===== config.mk =====
export PLATFORM = sky130hd
export DESIGN_NAME = tc0260dar_fifo_flat
export DESIGN_NICKNAME = d
export VERILOG_FILES = /design/src/rtl/tc0260dar_fifo_if.sv /design/src/rtl/tc0260dar_fifo.sv /design/src/flat_wrapper.sv
export SDC_FILE = /design/constraint.sdc
export NUM_CORES = 1
export LEC_CHECK = 0
export ABC_AREA = 1
export BUFFER_PORTS_ARGS = -buffer_cell sky130_fd_sc_hd__clkbuf_2
export CAP_MARGIN = 0
export CELL_PAD_IN_SITES_DETAIL_PLACEMENT = 1
export CELL_PAD_IN_SITES_GLOBAL_PLACEMENT = 1
export CORE_MARGIN = 2
export CORE_UTILIZATION = 45
export CTS_CLUSTER_SIZE = 14
export DETAILED_ROUTE_END_ITERATION = 10
export PLACE_DENSITY = 0.78
export SKIP_LAST_GASP = 1
export SYNTH_ARGS = -nofsm -noshare
export SYNTH_HDL_FRONTEND = slang
export SYNTH_SLANG_ARGS = --single-unit

===== constraint.sdc =====
create_clock -name clk -period 4.39 [get_ports clk]
set_clock_uncertainty 0.05 [all_clocks]
set_input_delay 0.439 -clock clk [delete_from_list [all_inputs] [get_ports clk]]
set_output_delay 0.439 -clock clk [all_outputs]
set_load 0.01 [all_outputs]

===== src/rtl/tc0260dar_fifo_if.sv =====
// tc0260dar_fifo_if: 68000-side palette bus (chip select, address, data, strobes, dtack).
// The master modport is the CPU side; the slave modport is the palette chip.
interface tc0260dar_fifo_if #(
    parameter int AW = 14
);
    logic          cs;
    logic [AW-1:0] ma;
    logic [15:0]   md_in;
    logic [15:0]   md_out;
    logic          rw_n;
    logic          uds_n;
    logic          lds_n;
    logic          dtack_n;

    modport master (
        output cs, ma, md_in, rw_n, uds_n, lds_n,
        input  md_out, dtack_n
    );

    modport slave (
        input  cs, ma, md_in, rw_n, uds_n, lds_n,
        output md_out, dtack_n
    );
endinterface


===== src/rtl/tc0260dar_fifo.sv =====
// tc0260dar_fifo: palette RAM arbiter and colour DAC front-end.
// CPU writes are posted into a small FIFO and drained into the single-port palette RAM
// during blanking (or at any time when accmode=1); CPU reads wait for the FIFO to empty.
// Optional feature macro: TC0260DAR_FADE_EN adds fade[7:0] and a brightness stage
// (video latency becomes two ce_pixel).
//
// state  | meaning
// -------+------------------------------------------------------------
// IDLE   | video owns the RAM, ra follows im
// DRAIN  | one queued CPU write per ce_double slot (ra/rd_out/strobes from FIFO head)
// RADDR  | CPU read address presented to the RAM
// RDATA  | RAM data captured into md_out, read acknowledged
module tc0260dar_fifo #(
    parameter int AW    = 14,
    parameter int DEPTH = 4
) (
    input  logic              clk,
    input  logic              reset_n,
    input  logic              ce_pixel,
    input  logic              ce_double,
    input  logic [1:0]        fmt,
    input  logic              accmode,
    tc0260dar_fifo_if.slave   bus,
    input  logic              hblank_n,
    input  logic              vblank_n,
    input  logic [AW-1:0]     im,
    output logic [7:0]        video_r,
    output logic [7:0]        video_g,
    output logic [7:0]        video_b,
    output logic [AW-1:0]     ra,
    input  logic [15:0]       rd_in,
    output logic [15:0]       rd_out,
    output logic              rwel_n,
    output logic              rweh_n,
    output logic              fifo_full
`ifdef TC0260DAR_FADE_EN
    ,
    input  logic [7:0]        fade
`endif
);
    localparam int PW = $clog2(DEPTH);
    localparam int CW = PW + 1;
    localparam int EW = AW + 18;
    localparam logic [CW-1:0] FULL_CNT = CW'(DEPTH);

    localparam logic [1:0] ST_IDLE  = 2'd0;
    localparam logic [1:0] ST_DRAIN = 2'd1;
    localparam logic [1:0] ST_RADDR = 2'd2;
    localparam logic [1:0] ST_RDATA = 2'd3;

    logic [1:0]    state;
    logic [EW-1:0] fifo_mem [DEPTH];
    logic [EW-1:0] head;
    logic [PW-1:0] wr_ptr;
    logic [PW-1:0] rd_ptr;
    logic [CW-1:0] count;
    logic [CW-1:0] count_next;
    logic          fifo_empty;
    logic          busy;
    logic          push;
    logic          pop;
    logic          acked;
    logic [15:0]   md_reg;
    logic [7:0]    exp_r, exp_g, exp_b;
    logic [7:0]    pix_r, pix_g, pix_b;
    logic          show;

    assign busy       = ~accmode & hblank_n & vblank_n;
    assign fifo_empty = (count == '0);
    assign fifo_full  = (count == FULL_CNT);
    assign head       = fifo_mem[rd_ptr];

    // A pop in the same cycle frees a slot, so a write waiting on a full FIFO is taken then.
    assign pop  = ce_double & (state == ST_DRAIN) & ~fifo_empty;
    assign push = bus.cs & ~bus.rw_n & ~acked & (~fifo_full | pop);

    assign bus.md_out  = md_reg;
    assign bus.dtack_n = ~(acked & bus.cs);

    // FIFO storage; contents are don't-care while the entry is not counted.
    always_ff @(posedge clk) begin
        if (push) begin
            fifo_mem[wr_ptr] <= {bus.ma, bus.md_in, bus.uds_n, bus.lds_n};
        end
    end

    // Occupancy after this cycle's push/pop.
    always_comb begin
        count_next = count;
        if (push && !pop) begin
            count_next = count + 1'b1;
        end else if (pop && !push) begin
            count_next = count - 1'b1;
        end
    end

    // FIFO pointers wrap naturally because DEPTH is a power of two.
    always_ff @(posedge clk or negedge reset_n) begin
        if (!reset_n) begin
            wr_ptr <= '0;
            rd_ptr <= '0;
            count  <= '0;
        end else begin
            if (push) wr_ptr <= wr_ptr + 1'b1;
            if (pop)  rd_ptr <= rd_ptr + 1'b1;
            count <= count_next;
        end
    end

    // RAM slot sequencer; a drain slot that has started always finishes its write.
    always_ff @(posedge clk or negedge reset_n) begin
        if (!reset_n) begin
            state <= ST_IDLE;
        end else begin
            case (state)
                ST_IDLE: begin
                    if (ce_double && !busy) begin
                        if (!fifo_empty) begin
                            state <= ST_DRAIN;
                        end else if (bus.cs && bus.rw_n && !acked) begin
                            state <= ST_RADDR;
                        end
                    end
                end
                ST_DRAIN: begin
                    if (ce_double && (busy || count_next == '0)) begin
                        state <= ST_IDLE;
                    end
                end
                ST_RADDR: begin
                    if (!bus.cs) begin
                        state <= ST_IDLE;
                    end else if (ce_double) begin
                        state <= ST_RDATA;
                    end
                end
                default: begin
                    if (!bus.cs || ce_double) begin
                        state <= ST_IDLE;
                    end
                end
            endcase
        end
    end

    // CPU acknowledge and read data; an ack is held until the CPU releases cs.
    always_ff @(posedge clk or negedge reset_n) begin
        if (!reset_n) begin
            acked  <= 1'b0;
            md_reg <= '0;
        end else begin
            if (!bus.cs) begin
                acked <= 1'b0;
            end else if (push) begin
                acked <= 1'b1;
            end else if (state == ST_RDATA && ce_double) begin
                acked  <= 1'b1;
                md_reg <= rd_in;
            end
        end
    end

    // RAM port mux; enables are gated by state so reset releases them immediately.
    always_comb begin
        ra     = im;
        rd_out = head[17:2];
        rweh_n = 1'b1;
        rwel_n = 1'b1;
        case (state)
            ST_DRAIN: begin
                if (!fifo_empty) begin
                    ra     = head[EW-1 -: AW];
                    rweh_n = head[1];
                    rwel_n = head[0];
                end
            end
            ST_RADDR, ST_RDATA: ra = bus.ma;
            default: ;
        endcase
    end

    // Colour expansion of the palette word for the selected format (11 behaves as 00).
    always_comb begin
        exp_r = {rd_in[15:12], rd_in[15:12]};
        exp_g = {rd_in[11:8],  rd_in[11:8]};
        exp_b = {rd_in[7:4],   rd_in[7:4]};
        case (fmt)
            2'b01: begin
                exp_r = {rd_in[14:10], rd_in[14:12]};
                exp_g = {rd_in[9:5],   rd_in[9:7]};
                exp_b = {rd_in[4:0],   rd_in[4:2]};
            end
            2'b10: begin
                exp_r = {rd_in[15:12], rd_in[3], rd_in[15:13]};
                exp_g = {rd_in[11:8],  rd_in[2], rd_in[11:9]};
                exp_b = {rd_in[7:4],   rd_in[1], rd_in[7:5]};
            end
            default: ;
        endcase
    end

    assign show = hblank_n & vblank_n & (state == ST_IDLE);

    // First pixel stage: black whenever blanked or the RAM is serving the CPU.
    always_ff @(posedge clk or negedge reset_n) begin
        if (!reset_n) begin
            pix_r <= '0;
            pix_g <= '0;
            pix_b <= '0;
        end else if (ce_pixel) begin
            pix_r <= show ? exp_r : 8'd0;
            pix_g <= show ? exp_g : 8'd0;
            pix_b <= show ? exp_b : 8'd0;
        end
    end

`ifdef TC0260DAR_FADE_EN
    logic [8:0] fade_mul;
    assign fade_mul = {1'b0, fade} + 9'd1;

    function automatic logic [7:0] scale(input logic [7:0] c, input logic [8:0] m);
        logic [16:0] p;
        p = {9'd0, c} * {8'd0, m};
        return p[15:8];
    endfunction

    // Brightness stage: c*(fade+1)>>8, so fade=255 passes the colour unchanged.
    always_ff @(posedge clk or negedge reset_n) begin
        if (!reset_n) begin
            video_r <= '0;
            video_g <= '0;
            video_b <= '0;
        end else if (ce_pixel) begin
            video_r <= scale(pix_r, fade_mul);
            video_g <= scale(pix_g, fade_mul);
            video_b <= scale(pix_b, fade_mul);
        end
    end
`else
    assign video_r = pix_r;
    assign video_g = pix_g;
    assign video_b = pix_b;
`endif
endmodule


===== src/flat_wrapper.sv =====
// flat-port wrapper written by rule: the top's interface ports become plain ports
module tc0260dar_fifo_flat 
#(
    parameter int AW    = 14,
    parameter int DEPTH = 4
)
  (clk, reset_n, ce_pixel, ce_double, fmt, accmode, hblank_n, vblank_n, im, video_r, video_g, video_b, ra, rd_in, rd_out, rwel_n, rweh_n, fifo_full, bus_cs, bus_ma, bus_md_in, bus_rw_n, bus_uds_n, bus_lds_n, bus_md_out, bus_dtack_n);
  tc0260dar_fifo_if #(.AW(AW)) bus_i ();
  input  logic clk;
  input  logic reset_n;
  input  logic ce_pixel;
  input  logic ce_double;
  input  logic [1:0] fmt;
  input  logic accmode;
  input  logic hblank_n;
  input  logic vblank_n;
  input  logic [AW-1:0] im;
  output logic [7:0] video_r;
  output logic [7:0] video_g;
  output logic [7:0] video_b;
  output logic [AW-1:0] ra;
  input  logic [15:0] rd_in;
  output logic [15:0] rd_out;
  output logic rwel_n;
  output logic rweh_n;
  output logic fifo_full;
  input wire logic [$bits(bus_i.cs)-1:0] bus_cs;
  input wire logic [$bits(bus_i.ma)-1:0] bus_ma;
  input wire logic [$bits(bus_i.md_in)-1:0] bus_md_in;
  input wire logic [$bits(bus_i.rw_n)-1:0] bus_rw_n;
  input wire logic [$bits(bus_i.uds_n)-1:0] bus_uds_n;
  input wire logic [$bits(bus_i.lds_n)-1:0] bus_lds_n;
  output wire logic [$bits(bus_i.md_out)-1:0] bus_md_out;
  output wire logic [$bits(bus_i.dtack_n)-1:0] bus_dtack_n;
  assign bus_i.cs = bus_cs;
  assign bus_i.ma = bus_ma;
  assign bus_i.md_in = bus_md_in;
  assign bus_i.rw_n = bus_rw_n;
  assign bus_i.uds_n = bus_uds_n;
  assign bus_i.lds_n = bus_lds_n;
  assign bus_md_out = bus_i.md_out;
  assign bus_dtack_n = bus_i.dtack_n;
  tc0260dar_fifo #(.AW(AW), .DEPTH(DEPTH)) u_core (.clk(clk), .reset_n(reset_n), .ce_pixel(ce_pixel), .ce_double(ce_double), .fmt(fmt), .accmode(accmode), .bus(bus_i), .hblank_n(hblank_n), .vblank_n(vblank_n), .im(im), .video_r(video_r), .video_g(video_g), .video_b(video_b), .ra(ra), .rd_in(rd_in), .rd_out(rd_out), .rwel_n(rwel_n), .rweh_n(rweh_n), .fifo_full(fifo_full));
endmodule

## After elaboration in Yosys (flattened, before gate mapping)

Memories as Yosys holds them, arrays and structs flattened.
Index checks and enable logic that the tools add are counted.

| cells by class | value |
|---|---|
| add/subtract/negate cells | 4 |
| equality and inequality tests | 11 |
| muxes and demuxes | 27 |
| bitwise logic cells | 18 |
| reductions and logical operators | 21 |

Operator list:

| cell | number |
|---|---|
| 8-bit case mux with 2 select lines | 3 |
| 14-bit case mux with 2 select lines | 1 |
| 8-bit two-way mux | 3 |
| 14-bit two-way mux | 1 |
| 2-bit two-way mux | 7 |
| 1-bit bitwise AND | 10 |
| 1-bit two-way mux | 9 |
| 1-bit logical AND | 7 |
| 1-bit NOT | 7 |
| 2-bit equality test (second input constant) | 3 |
| 3-bit zero test | 2 |
| 3-bit two-way mux | 2 |
| 3-bit != test (second input constant) | 2 |
| 2-bit case mux with 3 select lines | 1 |
| 1-bit zero test | 5 |
| 5-bit AND reduction | 1 |
| 2-bit by 1-bit adder with 2-bit output (second input constant) | 2 |
| 2-bit by 1-bit equality test with 1-bit output (second input constant) | 2 |
| 4-bit nonzero test | 1 |
| 3-bit by 1-bit adder with 3-bit output (second input constant) | 1 |
| 3-bit equality test (second input constant) | 1 |
| 3-bit by 1-bit != test with 1-bit output (second input constant) | 1 |
| 3-bit AND reduction | 1 |
| 3-bit by 1-bit subtractor with 3-bit output (second input constant) | 1 |
| other kinds (6) | 7 |

| word-level totals | value |
|---|---|
| flip-flop bits (word level) | 50 |
| bits in writable memories | 128 |
| input bits | 73 |
| logic and storage cells | 91 |
| memories | 1 |

Memories:

| memory | words | width | read ports | clocked after memory_dff | write ports | line | RTL |
|---|---|---|---|---|---|---|---|
| u_core.fifo_mem | 4 | 32 | 1 | 0 | 1 | tc0260dar_fifo.sv:52 | `logic [EW-1:0] fifo_mem [DEPTH];` |

## Longest topological paths before layout

| logic depth | value |
|---|---|
| depth in word-level cells | 14 |
| mapped depth | 17 |

## Least setup slack after synthesis

Ideal clock, no wire load.

| timing | value |
|---|---|
| path kind | flip-flop to flip-flop |
| start | register u_core.count[0] |
| end | memory u_core.fifo_mem[0][0] in the netlist's numbering, enable pin |
| library setup time | 0.421 ns |
| arrival time | 2.432 ns |
| setup slack | 1.486 ns |
| stages on the path, launching flop included | 8 |
| period minus slack after synthesis | 2.904 ns |
| cell sequence | dfrtp_1 > inv_1 > ha_1 > inv_2 > nor2_8 > nor2_4 > o21ai_4 > nor2_1 |

| on the way | value |
|---|---|
| word-level cells in the longest chain between the ends | 7 |

RTL lines:

| item | line | RTL |
|---|---|---|
| start: declaration | tc0260dar_fifo.sv:56 | `logic [CW-1:0] count;` |
| start signal: assignment | tc0260dar_fifo.sv:106 | `count <= count_next;` |
| 3-bit zero test | tc0260dar_fifo.sv:69 | `assign fifo_empty = (count == '0);` |
| 1-bit NOT | tc0260dar_fifo.sv:74 | `assign pop = ce_double & (state == ST_DRAIN) & ~fifo_empty;` |
| 1-bit bitwise AND | tc0260dar_fifo.sv:74 |  |
| 1-bit bitwise OR (*) | tc0260dar_fifo.sv:75 | `assign push = bus.cs & ~bus.rw_n & ~acked & (~fifo_full \| pop);` |
| 1-bit bitwise AND (*) | tc0260dar_fifo.sv:75 |  |
| 1-bit two-way mux (*) | tc0260dar_fifo.sv:82 | `if (push) begin` |
| 1-bit two-way mux (implied by the code) (*) | tc0260dar_fifo.sv:83 | `fifo_mem[wr_ptr] <= {bus.ma, bus.md_in, bus.uds_n, bus.lds_n};` |
| end: declaration | tc0260dar_fifo.sv:52 |  |

Every way passes the cells marked *; elsewhere a longest branch is shown, timed or not.

## Worst setup path after layout

| timing | value |
|---|---|
| start | register u_core.rd_ptr[1] |
| end | output port ra[12] |

| on the way | value |
|---|---|
| word-level cells in the longest chain between the ends | 3 |

RTL lines:

| item | line | RTL |
|---|---|---|
| start: declaration | tc0260dar_fifo.sv:55 | `logic [PW-1:0] rd_ptr;` |
| start signal: assignment | tc0260dar_fifo.sv:105 | `if (pop) rd_ptr <= rd_ptr + 1'b1;` |
| memory read 4 x 32 bit | n/a |  |
| 14-bit two-way mux | tc0260dar_fifo.sv:171 | `if (!fifo_empty) begin` |
| 14-bit case mux with 2 select lines | tc0260dar_fifo.sv:169 | `case (state)` |
| end: declaration | flat_wrapper.sv:21 | `output logic [AW-1:0] ra;` |

No other way between the ends.

==> metrics.txt <==
crit path time final 3110 ps; TritonCTS clock tree yes; Avg Cell Area, Syn 12.1 µm²; largest net degree at the start of global routing 66; total negative slack 0 ps; cells resized by post-CTS repair 0; Critical Path End ra[12]; # hold bufs at CTS 0; # DRC 0; Worst-path clk slew 70 ps; Vias/cell 5.70; flop2flop setup slack 1440 ps; Worst R2R Start u_core.state[1]; Worst Tran Pin Value 1110 ps; Rows 47; vias in the first global route 6,076; syn nets 708; relative slew slack 25.6%; Die W 134 µm; synth unique cells 35; total number of vias 5,647; GRT Total Usage 23.2%; crit path DAT 2620 ps; WL/cell 20.4 µm; postcts setup bufs 0; CTS buffer count 17; post-synthesis cell count 626; gp weighted congestion 0.807; # IOs 147; root buffer cell clkbuf_16; RSZ-0062 raised after global routing no; crit path launch u_core.rd_ptr[1]; core area 16,500 µm²; critical-path maximum fanout 32; Clock Latency Late Sink 430 ps; First-pass DRT Iterations 4; H-tree depth 4; fmax 322 MHz; first-pass GRT wire length 31.9 mm; DRT iter0 DRCs 404; CP Class reg -> out; synthesized cell area 7560 µm²; Leak Pwr 3.65 nW; CP Capture Type output port; Hold Vio Cnt, Final 0; DP Wirelength 12.9 mm; grt total ovfl 0; # diodes 0; deepest clock path buffer count 2; Finish-stage setup viols 0; post-route ant nets 0; synth warn 0; synthesized flop and latch total 178; fin cells 991; Initial Util 45.8%; share of layout cells above drive strength 1 27.2%; final slew viol count 0; IO Port Bufs 146; Die Span Y 134 µm; required time of the critical path 3900 ps; Filler Cell Count 1,761; PwrDens 625 nW/µm²; reg-to-reg critical path endpoint u_core.video_r[7]; period utilization 70.8%; Placed Cells 959; outcome completed; FF-to-FF path depth 5; # Max-Cap Violations 0; WL final 20.2 mm; P&R area growth vs syn 19.8%; peak supply drop 0.000364 V; Final nets 840; Seq/Total Area, Yosys 67.4%; die area 17,900 µm²; initial antenna violation count 0; crit start category flip-flop; CTS Sinks 178; worst hold path type in -> async
==> per-stage QoR <==
step / hold slack [ps] / util, % / area, µm² / power [mW] / worst slack (ps)
6_report: 65.4 / 54.8 / 9060 / 5.66 / 1280
3_3_place_gp: 428 / 51.3 / 8470 / 4.06 / 1740
4_1_cts: 75.1 / 54.8 / 9060 / 5.70 / 1250
2_1_floorplan: 93.4 / - / 7560 / 3.42 / 1490
3_5_place_dp: 430 / 51.3 / 8470 / 4.19 / 1480
5_1_grt: 123 / 54.8 / 9060 / 5.99 / 1110
==> state kept, by name, summed over array words and instances (netlist names) <==
| signal | flops |
|---|---|
| u_core.count | 3 |
| u_core.rd_ptr | 2 |
| u_core.bus.md_out | 16 |
| u_core.video_b | 8 |
| u_core.state | 2 |
| u_core.wr_ptr | 2 |
| u_core.fifo_mem | 128 |
| u_core.video_g | 8 |
| u_core.video_r | 8 |
| u_core.acked | 1 |
==> kinds of logic (layout without fill, tap and decap cells) <==
family / count (synthesis) / in the layout / share of synthesized area (%)
AO/OA/AOI/OAI: 197 / 197 / 15.4
buffers and inverters: 85 / 230 / 4.42
adder cells (fa/ha/maj): 9 / 9 / 1.49
AND/OR/NAND/NOR: 137 / 137 / 7.96
XOR/XNOR: 4 / 4 / 0.463
multiplexers: 16 / 16 / 2.88
flip-flops: 178 / 178 / 67.4
==> metal layers <==
metal | GRT usage [%] | routed length, µm
met1 | 28.0 | 8040
met2 | 40.5 | 10400
met3 | 5.97 | 1370
met4 | 7.74 | 379
met5 | 0 | 0
==> worst min-delay path by stage <==
| stage | startpoint | end | slack [ps] | depth (start not counted) |
|---|---|---|---|---|
| after floorplan | reset_n | u_core.acked | 90 | 0 |
| after global placement | u_core.bus.md_out[3] | u_core.bus.md_out[3] | 430 | 1 |
| after detailed placement | u_core.bus.md_out[3] | u_core.bus.md_out[3] | 430 | 1 |
| after CTS | reset_n | u_core.bus.md_out[13] | 80 | 2 |
| after global routing | reset_n | u_core.bus.md_out[6] | 120 | 2 |
| final | reset_n | u_core.bus.md_out[13] | 70 | 2 |
==> synthesized netlist by cell type <==
master / n / share of area [%]
xnor2_1: 2 / 0.23
inv_2: 5 / 0.25
o21ai_1: 11 / 0.73
or2_2: 2 / 0.17
nor2_4: 2 / 0.30
xor2_1: 2 / 0.23
nand3_2: 1 / 0.13
ha_1: 9 / 1.5
nand3_1: 13 / 0.86
nor2_8: 1 / 0.26
a22oi_1: 14 / 1.4
nor2_2: 1 / 0.083
dfrtp_1: 50 / 17
inv_1: 44 / 2.2
mux2_1: 6 / 0.89
o211ai_1: 4 / 0.40
buf_6: 1 / 0.15
nor3_1: 1 / 0.066
buf_1: 1 / 0.050
clkbuf_1: 30 / 1.5
nand2_4: 1 / 0.15
nand2_1: 24 / 1.2
mux2_4: 10 / 2.0
a21oi_1: 3 / 0.20
o21ai_4: 1 / 0.22
nor3_4: 1 / 0.22
a31oi_1: 1 / 0.083
o22ai_1: 54 / 4.5
o21ai_0: 94 / 6.2
edfxtp_1: 128 / 51
nor2_1: 88 / 4.4
buf_4: 1 / 0.099
buf_2: 3 / 0.20
a221oi_1: 15 / 1.7
nand4_1: 2 / 0.17
==> worst max-delay path, cell delays in order, from the launching register on <==
cell	delay [ps]
dfrtp_1	390
inv_1	770
o21ai_0	280
o22ai_1	190
nor2_1	60
o21ai_0	310
clkbuf_2	200
==> layout make-up <==
type	instances	area, µm²	share of cell area (%)
inverters	49	184	2.03
multi-input cells	363	2160	23.9
clock buffers	17	425	4.70
clock inverters	15	160	1.77
well taps	220	275	3.04
repair buffers	149	753	8.31
flip-flops and latches	178	5100	56.3
==> cells in the final DEF, fill, tap and decap left out, drive strengths merged <==
master    instances
o21ai           106
edfxtp          128
inv              52
bufinv            2
o211ai            4
nor2             92
xnor2             2
clkbuf          163
a221oi           15
buf               3
nor3              2
nand2            25
ha                9
clkinvlp          2
clkinv            8
a22oi            14
mux2             16
nand4             2
or2               2
dfrtp            50
o22ai            54
nand3            14
a21oi             3
a31oi             1
xor2              2
==> power breakdown <==
part	leakage [nW]	switching, mW	total (mW)	internal (mW)
logic	1.55	1.30	1.98	0.673
registers	1.82	0.130	2.18	2.05
clock network	0.281	0.661	1.51	0.844
total	3.65	2.09	5.66	3.57
Power figures use the tool's default switching activity.
